$ cat src/rtl/serial_pkg.sv
// ============================================================================
// Module : serial_pkg
// Purpose: Shared definitions for the tick-paced serial transmitter:
//          3-bit state encoding and the idle level of the serial line.
// Ports  : none (package)
// Rev    : 1.0  initial release
// ============================================================================
`default_nettype none

package serial_pkg;

  // State encoding, 3 bits wide.
  localparam logic [2:0] c_ST_IDLE   = 3'd0;
  localparam logic [2:0] c_ST_SYNC   = 3'd1;
  localparam logic [2:0] c_ST_START  = 3'd2;
  localparam logic [2:0] c_ST_DATA   = 3'd3;
  localparam logic [2:0] c_ST_PARITY = 3'd4;
  localparam logic [2:0] c_ST_STOP   = 3'd5;

  // Level of the serial line when no frame is in flight (also stop level).
  localparam logic c_LINE_IDLE = 1'b1;

  typedef enum logic [2:0] {
    S_IDLE   = c_ST_IDLE,
    S_SYNC   = c_ST_SYNC,
    S_START  = c_ST_START,
    S_DATA   = c_ST_DATA,
    S_PARITY = c_ST_PARITY,
    S_STOP   = c_ST_STOP
  } tx_state_t;

endpackage

`default_nettype wire

$ cat src/rtl/tick_serial_tx.sv
// ============================================================================
// Module : tick_serial_tx
// Purpose: Tick-paced serial transmitter. Accepts one word per valid/ready
//          handshake and shifts out start bit, DATA_W data bits (LSB first),
//          optional even parity and STOP_BITS stop bits. Bit boundaries fall
//          only on cycles where tick is high; tx is driven from a flop.
// Ports  : clk       in   system clock
//          reset     in   asynchronous active-high reset
//          tick      in   one-cycle bit-period strobe from the divider
//          in_valid  in   upstream word valid
//          in_data   in   word to send (sampled at acceptance only)
//          in_ready  out  high only in IDLE
//          tx        out  serial line, idle high
//          busy      out  high in every state except IDLE
//          done      out  one-cycle pulse on the first IDLE cycle after stop
// Rev    : 1.0  initial release
// ============================================================================
`default_nettype none

module tick_serial_tx
  import serial_pkg::*;
#(
  parameter int DATA_W    = 8,
  parameter int STOP_BITS = 1,
  parameter int PARITY_EN = 0
) (
  input  logic              clk,
  input  logic              reset,
  input  logic              tick,
  input  logic              in_valid,
  input  logic [DATA_W-1:0] in_data,
  output logic              in_ready,
  output logic              tx,
  output logic              busy,
  output logic              done
);

  localparam int                  c_BCNT_W    = (DATA_W > 1) ? $clog2(DATA_W) : 1;
  localparam logic [c_BCNT_W-1:0] c_BIT_LAST  = c_BCNT_W'(DATA_W - 1);
  localparam logic                c_STOP_LAST = (STOP_BITS == 2);
  localparam logic                c_PAR_ON    = (PARITY_EN != 0);

  tx_state_t             r_state;
  tx_state_t             w_state_nxt;
  logic [DATA_W-1:0]     r_shreg;
  logic [DATA_W-1:0]     w_shreg_nxt;
  logic [c_BCNT_W-1:0]   r_bit_cnt;
  logic [c_BCNT_W-1:0]   w_bit_cnt_nxt;
  logic                  r_stop_cnt;
  logic                  w_stop_cnt_nxt;
  logic                  r_par;
  logic                  w_par_nxt;
  logic                  r_tx;
  logic                  w_tx_nxt;
  logic                  r_done;
  logic                  w_done_nxt;

  // State register.
  always_ff @(posedge clk or posedge reset) begin
    if (reset) begin
      r_state <= S_IDLE;
    end else begin
      r_state <= w_state_nxt;
    end
  end

  // Datapath and output registers.
  always_ff @(posedge clk or posedge reset) begin
    if (reset) begin
      r_shreg    <= '0;
      r_bit_cnt  <= '0;
      r_stop_cnt <= 1'b0;
      r_par      <= 1'b0;
      r_tx       <= c_LINE_IDLE;
      r_done     <= 1'b0;
    end else begin
      r_shreg    <= w_shreg_nxt;
      r_bit_cnt  <= w_bit_cnt_nxt;
      r_stop_cnt <= w_stop_cnt_nxt;
      r_par      <= w_par_nxt;
      r_tx       <= w_tx_nxt;
      r_done     <= w_done_nxt;
    end
  end

  // Next-state, datapath and registered-output logic.
  always_comb begin
    w_state_nxt    = r_state;
    w_shreg_nxt    = r_shreg;
    w_bit_cnt_nxt  = r_bit_cnt;
    w_stop_cnt_nxt = r_stop_cnt;
    w_par_nxt      = r_par;
    w_done_nxt     = 1'b0;
    w_tx_nxt       = c_LINE_IDLE;

    case (r_state)
      S_IDLE: begin
        // tick is deliberately not looked at here; SYNC waits for the
        // next full period so the start bit is never truncated.
        if (in_valid) begin
          w_shreg_nxt    = in_data;
          w_par_nxt      = ^in_data;
          w_bit_cnt_nxt  = '0;
          w_stop_cnt_nxt = 1'b0;
          w_state_nxt    = S_SYNC;
        end
      end
      S_SYNC: begin
        if (tick) w_state_nxt = S_START;
      end
      S_START: begin
        if (tick) begin
          w_bit_cnt_nxt = '0;
          w_state_nxt   = S_DATA;
        end
      end
      S_DATA: begin
        if (tick) begin
          w_shreg_nxt   = r_shreg >> 1;
          w_bit_cnt_nxt = r_bit_cnt + 1'b1;
          if (r_bit_cnt == c_BIT_LAST) begin
            w_state_nxt = c_PAR_ON ? S_PARITY : S_STOP;
          end
        end
      end
      S_PARITY: begin
        if (tick) w_state_nxt = S_STOP;
      end
      S_STOP: begin
        if (tick) begin
          w_stop_cnt_nxt = r_stop_cnt + 1'b1;
          if (r_stop_cnt == c_STOP_LAST) begin
            w_state_nxt = S_IDLE;
            w_done_nxt  = 1'b1;
          end
        end
      end
      default: begin
        w_state_nxt = S_IDLE;
      end
    endcase

    // tx follows the state being entered so it changes on the same edge.
    case (w_state_nxt)
      S_START:  w_tx_nxt = 1'b0;
      S_DATA:   w_tx_nxt = w_shreg_nxt[0];
      S_PARITY: w_tx_nxt = w_par_nxt;
      default:  w_tx_nxt = c_LINE_IDLE;
    endcase
  end

  assign tx       = r_tx;
  assign done     = r_done;
  assign in_ready = (r_state == S_IDLE);
  assign busy     = (r_state != S_IDLE);

endmodule

`default_nettype wire

$ cat config.mk
export PLATFORM = sky130hd
export DESIGN_NAME = tick_serial_tx
export DESIGN_NICKNAME = d
export VERILOG_FILES = /design/src/rtl/serial_pkg.sv /design/src/rtl/tick_serial_tx.sv
export SDC_FILE = /design/constraint.sdc
export NUM_CORES = 1
export LEC_CHECK = 0
export ABC_AREA = 1
export BUFFER_PORTS_ARGS = -buffer_cell sky130_fd_sc_hd__buf_4
export CAP_MARGIN = 20
export CORE_MARGIN = 2
export CORE_UTILIZATION = 50
export DETAILED_ROUTE_END_ITERATION = 16
export PLACE_DENSITY = 0.71
export SLEW_MARGIN = 30
export SYNTH_ARGS = -nofsm -noshare
export SYNTH_HDL_FRONTEND = slang
export SYNTH_SLANG_ARGS = --single-unit
$ cat constraint.sdc
create_clock -name clk -period 1.15 [get_ports clk]
set_input_delay 0.0575 -clock clk [delete_from_list [all_inputs] [get_ports clk]]
set_output_delay 0.0575 -clock clk [all_outputs]
set_load 0.02 [all_outputs]
### Yosys cells after proc, flatten, opt, wreduce, memory -nomap -nowiden

Cells that the tools add are included.

| word-level totals | value |
|---|---|
| register bits after elaboration | 18 |
| input bits | 12 |
| output and inout port bits | 4 |
| word-level logic and storage cells | 57 |

| cells by class | value |
|---|---|
| add/subtract/negate cells | 2 |
| equality and inequality tests | 13 |
| mux-type cells | 25 |
| reductions and logical operators | 9 |

Operator list:

| kind | count |
|---|---|
| 3-bit 2-to-1 mux | 11 |
| 3-bit one-hot mux with 6 select lines | 1 |
| 8-bit 2-to-1 mux | 2 |
| 8-bit one-hot mux with 2 select lines | 1 |
| 3-bit by 2-bit equality test with 1-bit output, second input constant | 4 |
| 3-bit equality test, second input constant | 4 |
| 3-bit one-hot mux with 3 select lines | 1 |
| 2-bit != test, second input constant | 4 |
| 8-bit XOR reduction | 1 |
| 1-bit 2-to-1 mux | 7 |
| 3-bit AND reduction | 2 |
| 3-bit nonzero test | 2 |
| 4-bit AND reduction | 1 |
| 2-bit nonzero test | 2 |
| 3-bit by 1-bit adder with 3-bit output, second input constant | 1 |
| 3-bit by 1-bit equality test with 1-bit output, second input constant | 1 |
| 3-bit logical NOT | 1 |
| 1-bit one-hot mux with 3 select lines | 1 |
| 1-bit one-hot mux with 2 select lines | 1 |
| 1-bit adder, second input constant | 1 |

### Depth between registers and ports, before layout

| logic depth | value |
|---|---|
| depth in word-level cells | 6 |
| mapped depth | 10 |
| mapped depth without buffers | 10 |

### Worst setup path after synthesis

OpenSTA, ideal clock, no wires.

| timing path | value |
|---|---|
| path type | register to register |
| start point | reg r_state[0] |
| end point | reg r_tx (netlist: tx) |
| library setup time | 0.068 ns |
| arrival | 1.197 ns |
| data required time | 1.082 ns |
| setup slack | -0.115 ns |
| cell stages (with the launch flop) | 8 |
| path buffers | 0 |
| period minus slack after synthesis | 1.265 ns |
| path through | dfrtp_1 -> inv_2 -> nand3_2 -> inv_2 -> nand2_1 -> nand3_1 -> a21oi_2 -> a21oi_2 |

| between the ends | value |
|---|---|
| elaborated cells between the ends (all ways) | 21 |
| classes of those cells | eq/ne: 8; mux: 12; reduce/logical: 1 |

RTL lines:

| element | RTL line | source |
|---|---|---|
| start, declared | tick_serial_tx.sv:43 | `tx_state_t r_state;` |
| start signal, assigned | tick_serial_tx.sv:63 | `r_state <= w_state_nxt;` |
| 3-bit logical NOT | - |  |
| named net in_ready | tick_serial_tx.sv:32 | `output logic in_ready,` |
| 8-bit one-hot mux with 2 select lines | tick_serial_tx.sv:96 | `case (r_state)` |
| named net w_shreg_nxt[0] | tick_serial_tx.sv:46 | `logic [DATA_W-1:0] w_shreg_nxt;` |
| 1-bit one-hot mux with 3 select lines | tick_serial_tx.sv:144 | `case (w_state_nxt)` |
| named net w_tx_nxt | tick_serial_tx.sv:54 | `logic w_tx_nxt;` |
| end signal, assigned | tick_serial_tx.sv:74 | `r_tx <= c_LINE_IDLE;` |
| end signal, assigned | tick_serial_tx.sv:81 | `r_tx <= w_tx_nxt;` |
| end, declared | tick_serial_tx.sv:53 | `logic r_tx;` |

The timed path passes the listed nets, and every way through them passes these cells.
A chain may end at the register's enable or synchronous reset.

### Worst setup path in the final report

| timing path | value |
|---|---|
| start point | reg r_state[1] |
| end point | out in_ready |

| between the ends | value |
|---|---|
| word-level cells in the longest chain between the ends | 1 |

Ends and longest elaborated chain:

| element | RTL line | source |
|---|---|---|
| 3-bit logical NOT | tick_serial_tx.sv:154 | `assign in_ready = (r_state == S_IDLE);` |
| end, declared | tick_serial_tx.sv:32 |  |

Every way passes these cells.

==> flow_summary.html <==
<table>
<tr><th>Metric</th><th>Value</th></tr>
<tr><th colspan="2">Setup path</th></tr>
<tr><td>Beginning of the worst register-to-register path</td><td>r_bit_cnt[0]</td></tr>
<tr><td>Category of the worst setup path capture point</td><td>output pin</td></tr>
<tr><td>Type of origin of the critical path</td><td>flop</td></tr>
<tr><td>Critical-path maximum fanout</td><td>6</td></tr>
<tr><td>Worst reg2reg setup slack</td><td>-0.09 ns</td></tr>
<tr><td>Crit path DAT</td><td>1.18 ns</td></tr>
<tr><td>CP max-delay cell</td><td>dfrtp_1</td></tr>
<tr><td>Maximum cell stage delay along the critical path</td><td>0.41 ns</td></tr>
<tr><td>Crit path cell chain</td><td>inv_4 &gt; buf_6 &gt; nand3_4 &gt; inv_4 &gt; buf_6</td></tr>
<tr><td>Cell count of the worst reg-to-reg path</td><td>8</td></tr>
<tr><td>Worst Path Class, Setup</td><td>reg2out</td></tr>
<tr><td>Worst flop-to-flop path endpoint</td><td>tx</td></tr>
<tr><td>Start point of the critical path</td><td>r_state[1]</td></tr>
<tr><td>Req. time, crit path</td><td>1.09 ns</td></tr>
<tr><th colspan="2">Timing</th></tr>
<tr><td>Maximum achievable frequency</td><td>805 MHz</td></tr>
<tr><td>Clk_skew</td><td>0.000608 ns</td></tr>
<tr><td>Worst rel slew slack</td><td>79.8%</td></tr>
<tr><td>Transition time at the pin with the least slew margin</td><td>0.301 ns</td></tr>
<tr><td>Share of the cycle needed by the critical path after routing</td><td>108%</td></tr>
<tr><td>Final setup margin</td><td>-0.0920 ns</td></tr>
<tr><td>Total negative slack for setup checks</td><td>-0.766 ns</td></tr>
<tr><td>Count of final hold-check violations</td><td>0</td></tr>
<tr><td>Final min period</td><td>1.24 ns</td></tr>
<tr><td>Number of pins exceeding their max-slew limit in the final report</td><td>0</td></tr>
<tr><td>Final setup violation count</td><td>16</td></tr>
<tr><td>RSZ-0062 raised after global routing</td><td>true</td></tr>
<tr><th colspan="2">Pwr</th></tr>
<tr><td>Fraction of power consumed by sequential logic</td><td>33.7%</td></tr>
<tr><td>Leakage dissipation</td><td>0.816 nW</td></tr>
<tr><td>Switching component of the power</td><td>1.25 mW</td></tr>
<tr><td>Switching Share</td><td>42.9%</td></tr>
<tr><td>Share of power burned in the clock network</td><td>between 10 and 15%</td></tr>
<tr><td>Part of the total power dissipated in combinational logic</td><td>55.2%</td></tr>
<tr><td>Overall power of the completed layout</td><td>roughly 2.9 mW</td></tr>
<tr><td>Cell internal pwr</td><td>approximately 1.7 mW</td></tr>
<tr><td>P per Cell Area</td><td>1910 nW/um2</td></tr>
<tr><td>Maximum VDD drop</td><td>between 900 and 1000 uV</td></tr>
<tr><th colspan="2">GRT</th></tr>
<tr><td>Grt total ovfl</td><td>0</td></tr>
<tr><td>Pin count of the biggest net entering global routing</td><td>19</td></tr>
<tr><td>Antenna violations before repair</td><td>0</td></tr>
<tr><td>Number of global-route vias before repair</td><td>1,045</td></tr>
<tr><td>Wire length of the first global-routing pass</td><td>approximately 4.2 mm</td></tr>
<tr><td>Total global-route track usage</td><td>21.2%</td></tr>
<tr><th colspan="2">Yosys</th></tr>
<tr><td>Simple-gate share of the synthesized area</td><td>33.5%</td></tr>
<tr><td>Post-synthesis net count</td><td>~170</td></tr>
<tr><td>Cell count after synthesis</td><td>154</td></tr>
<tr><td>Share of synthesized area spent on multiplexers</td><td>0%</td></tr>
<tr><td>Adder and majority cell fraction of the synthesized area</td><td>2.23%</td></tr>
<tr><td>Seq/Total Area, Yosys</td><td>40.2%</td></tr>
<tr><td>Compound-gate portion of the synthesized area</td><td>13.3%</td></tr>
<tr><td>Register bit total from synthesis</td><td>18</td></tr>
<tr><td>Number of distinct library cells after synthesis</td><td>27</td></tr>
<tr><td>Synthesized area per cell</td><td>between 7 and 8 um2</td></tr>
<tr><td>Dominant combinational cell family by area after synthesis</td><td>simple AND/OR/NAND/NOR gates</td></tr>
<tr><td>Yosys warning count</td><td>0</td></tr>
<tr><td>Post-synth design cell area</td><td>1120 um2</td></tr>
<tr><td>Parity-gate share of the synthesized area counting xor and xnor cells</td><td>0.780%</td></tr>
<tr><th colspan="2">Layout</th></tr>
<tr><td>Area growth from synthesis to layout</td><td>35.2%</td></tr>
<tr><td>Count of fill cells added during filler insertion</td><td>178</td></tr>
<tr><td>Count of inserted antenna diode cells</td><td>0</td></tr>
<tr><td>Nets@finish</td><td>~200</td></tr>
<tr><td>Fraction of layout cells with a size suffix above 1</td><td>a little under two fifths</td></tr>
<tr><th colspan="2">Worst hold path</th></tr>
<tr><td>Sink of the worst hold path</td><td>r_shreg[2]</td></tr>
<tr><td>Type of the worst min-delay path</td><td>in2reg</td></tr>
<tr><td>Launch point of the worst hold path</td><td>in_data[2]</td></tr>
<tr><td>Cells on Worst Hold Path</td><td>3</td></tr>
<tr><th colspan="2">Floorplan</th></tr>
<tr><td>Area of the core</td><td>approximately 2200 um2</td></tr>
<tr><td>Chip Height</td><td>51.4 um</td></tr>
<tr><td>Cell row count</td><td>17</td></tr>
<tr><td>Number of top-level pins</td><td>16</td></tr>
<tr><td>DIE AREA</td><td>roughly 2600 um2</td></tr>
<tr><td>Die W</td><td>approximately 50 um</td></tr>
<tr><td>Starting utilization of the core area</td><td>51.8%</td></tr>
<tr><th colspan="2">Clock network</th></tr>
<tr><td>Root buffer selected by CTS</td><td>clkbuf_4</td></tr>
<tr><td>Total clock sinks</td><td>18</td></tr>
<tr><td>CTS clk-pin slew, worst paths</td><td>0.10 ns</td></tr>
<tr><td>Deepest clock path buffer count</td><td>2</td></tr>
<tr><td>Latest clock arrival within the worst-skew pair</td><td>around 0.28 ns</td></tr>
<tr><td>Clock H-tree levels</td><td>1</td></tr>
<tr><td>Clock tree from TritonCTS</td><td>yes</td></tr>
<tr><td>Number of buffers created by CTS</td><td>3</td></tr>
<tr><th colspan="2">Run status</th></tr>
<tr><td>Violated checks</td><td>negative setup slack</td></tr>
<tr><td>Result of the run</td><td>finished with violations</td></tr>
<tr><th colspan="2">Route</th></tr>
<tr><td>First-pass iteration count of the detailed router</td><td>4</td></tr>
<tr><td>DRC violation count after routing</td><td>0</td></tr>
<tr><td>Wire length after detailed routing</td><td>2.49 mm</td></tr>
<tr><td>DR iter-0 viols</td><td>18</td></tr>
<tr><td>Number of nets still failing antenna checks after routing</td><td>0</td></tr>
<tr><td>Total via count in the routed design</td><td>1,072</td></tr>
<tr><td>Via-per-instance ratio</td><td>5.01</td></tr>
<tr><td>Wire length per cell</td><td>11.6 um</td></tr>
<tr><th colspan="2">Place</th></tr>
<tr><td>Count of input and output buffers</td><td>15</td></tr>
<tr><td>Detailed placement HPWL</td><td>1.84 mm</td></tr>
<tr><td>Final GP Congestion</td><td>0.838</td></tr>
<tr><th colspan="2">Flow run</th></tr>
<tr><td>Max-cap check violation count</td><td>0</td></tr>
</table>
## cell type report
type                            instances  area, um2  share of cell area [%]
Clock buffer                            4       26.3                    1.73
Inverter                               28        118                    7.74
Multi-Input combinational cell        107        647                    42.6
Sequential cell                        18        454                    29.9
Tap cell                               28       35.0                    2.31
Timing Repair Buffer                   29        239                    15.7
## sequential cells by signal, indices dropped and copies added, names as in the netlist
signal	count
r_bit_cnt	3
r_stop_cnt	1
tx	1
r_shreg	8
done	1
r_state	3
r_par	1
## Yosys cell counts
cell,number,area [um2]
a21oi_2,3,26.3
nand2_2,4,25.0
buf_4,1,7.51
nand2_4,1,11.3
nand3_1,5,25.0
a22oi_1,1,7.51
xnor2_1,1,8.76
nand4_4,1,21.3
dfstp_2,1,26.3
inv_2,10,37.5
o21ai_0,4,20.0
nand3_2,1,10.0
o21a_1,1,7.51
inv_1,18,67.6
nor2_2,1,6.26
o22ai_1,1,6.26
o211ai_1,4,30.0
o21ai_2,1,8.76
o221ai_1,2,17.5
nand4_1,1,6.26
o21ai_1,5,25.0
nand2_1,56,210
dfrtp_1,17,425
ha_1,2,25.0
or2_1,1,6.26
nand3_4,1,17.5
nor2_1,10,37.5
## cell families after synthesis
kind of cell,Yosys count
AOI/OAI and AO/OA,22
buffers and inverters,29
xor gates and xnor gates,1
adders and majority gates,2
DFF,18
and+or+nand+nor,82
## stage by stage
step           hold slack, ns  instance area (um2)  instances  setup slack [ns]  util, %
6_report               0.0368                 1520        214           -0.0920     70.0
5_1_grt                0.0374                 1520        214            -0.186     70.0
4_1_cts                0.0565                 1460        213           -0.0964     67.3
3_5_place_dp            0.100                 1330        203            -0.140     61.5
3_3_place_gp           0.0937                 1330        203            -0.124     61.5
2_1_floorplan        -0.00466                 1140        154           -0.0198        -
## critical path, delay by kind of cell (launching register included)
kind / cells / cell delay [ns]
buf+inv: 4 / 0.38
flops: 1 / 0.41
simple gates: 1 / 0.10
## layer usage
metal / global-route usage [%] / vias up / wire length (um)
li1: - / 547 / -
met2: 39.3 / 19 / 1340
met4: 7.46 / 0 / 17
met3: 1.75 / 2 / 58
met5: 0 / - / 0
met1: 25.1 / 504 / 1080
## how the worst max path moves through the flow
stage	to	slack [ns]	depth (start not counted)
after floorplan	r_shreg[1]	-0.02	6
after global placement	r_shreg[2]	-0.12	8
after detailed placement	r_shreg[2]	-0.14	8
after CTS	busy	-0.1	4
after global routing	r_bit_cnt[0]	-0.19	6
final	in_ready	-0.09	5
## power groups by stage
stage          Clock, mW  Combinational, mW  Sequential (mW)
2_1_floorplan          0              0.905            0.939
3_3_place_gp           0               1.19            0.943
3_5_place_dp           0               1.21            0.952
4_1_cts            0.344               1.45            0.947
5_1_grt            0.359               1.77            0.994
6_report           0.322               1.60            0.977
## repair_timing
action,in CTS,in global routing
cloned,0,0
setup buffers,5,1
setup endpoints to repair,15,18
resized for setup,14,15
hold buffers,1,0
hold endpoints to repair,17,0
pin swaps,12,3
## cell usage in the layout, fill, tap and decap left out, types with 3 or more instances in the layout
cell,count
dfrtp_1,15
clkbuf_4,3
inv_4,5
nand2_2,3
o21ai_0,3
a21oi_2,3
buf_4,23
o21ai_1,5
o211ai_1,4
inv_1,18
nand2_1,52
nand3_1,4
inv_2,5
nand2_4,6
nor2_1,8
buf_6,5
Note: power is estimated with default switching activity, not from simulation.
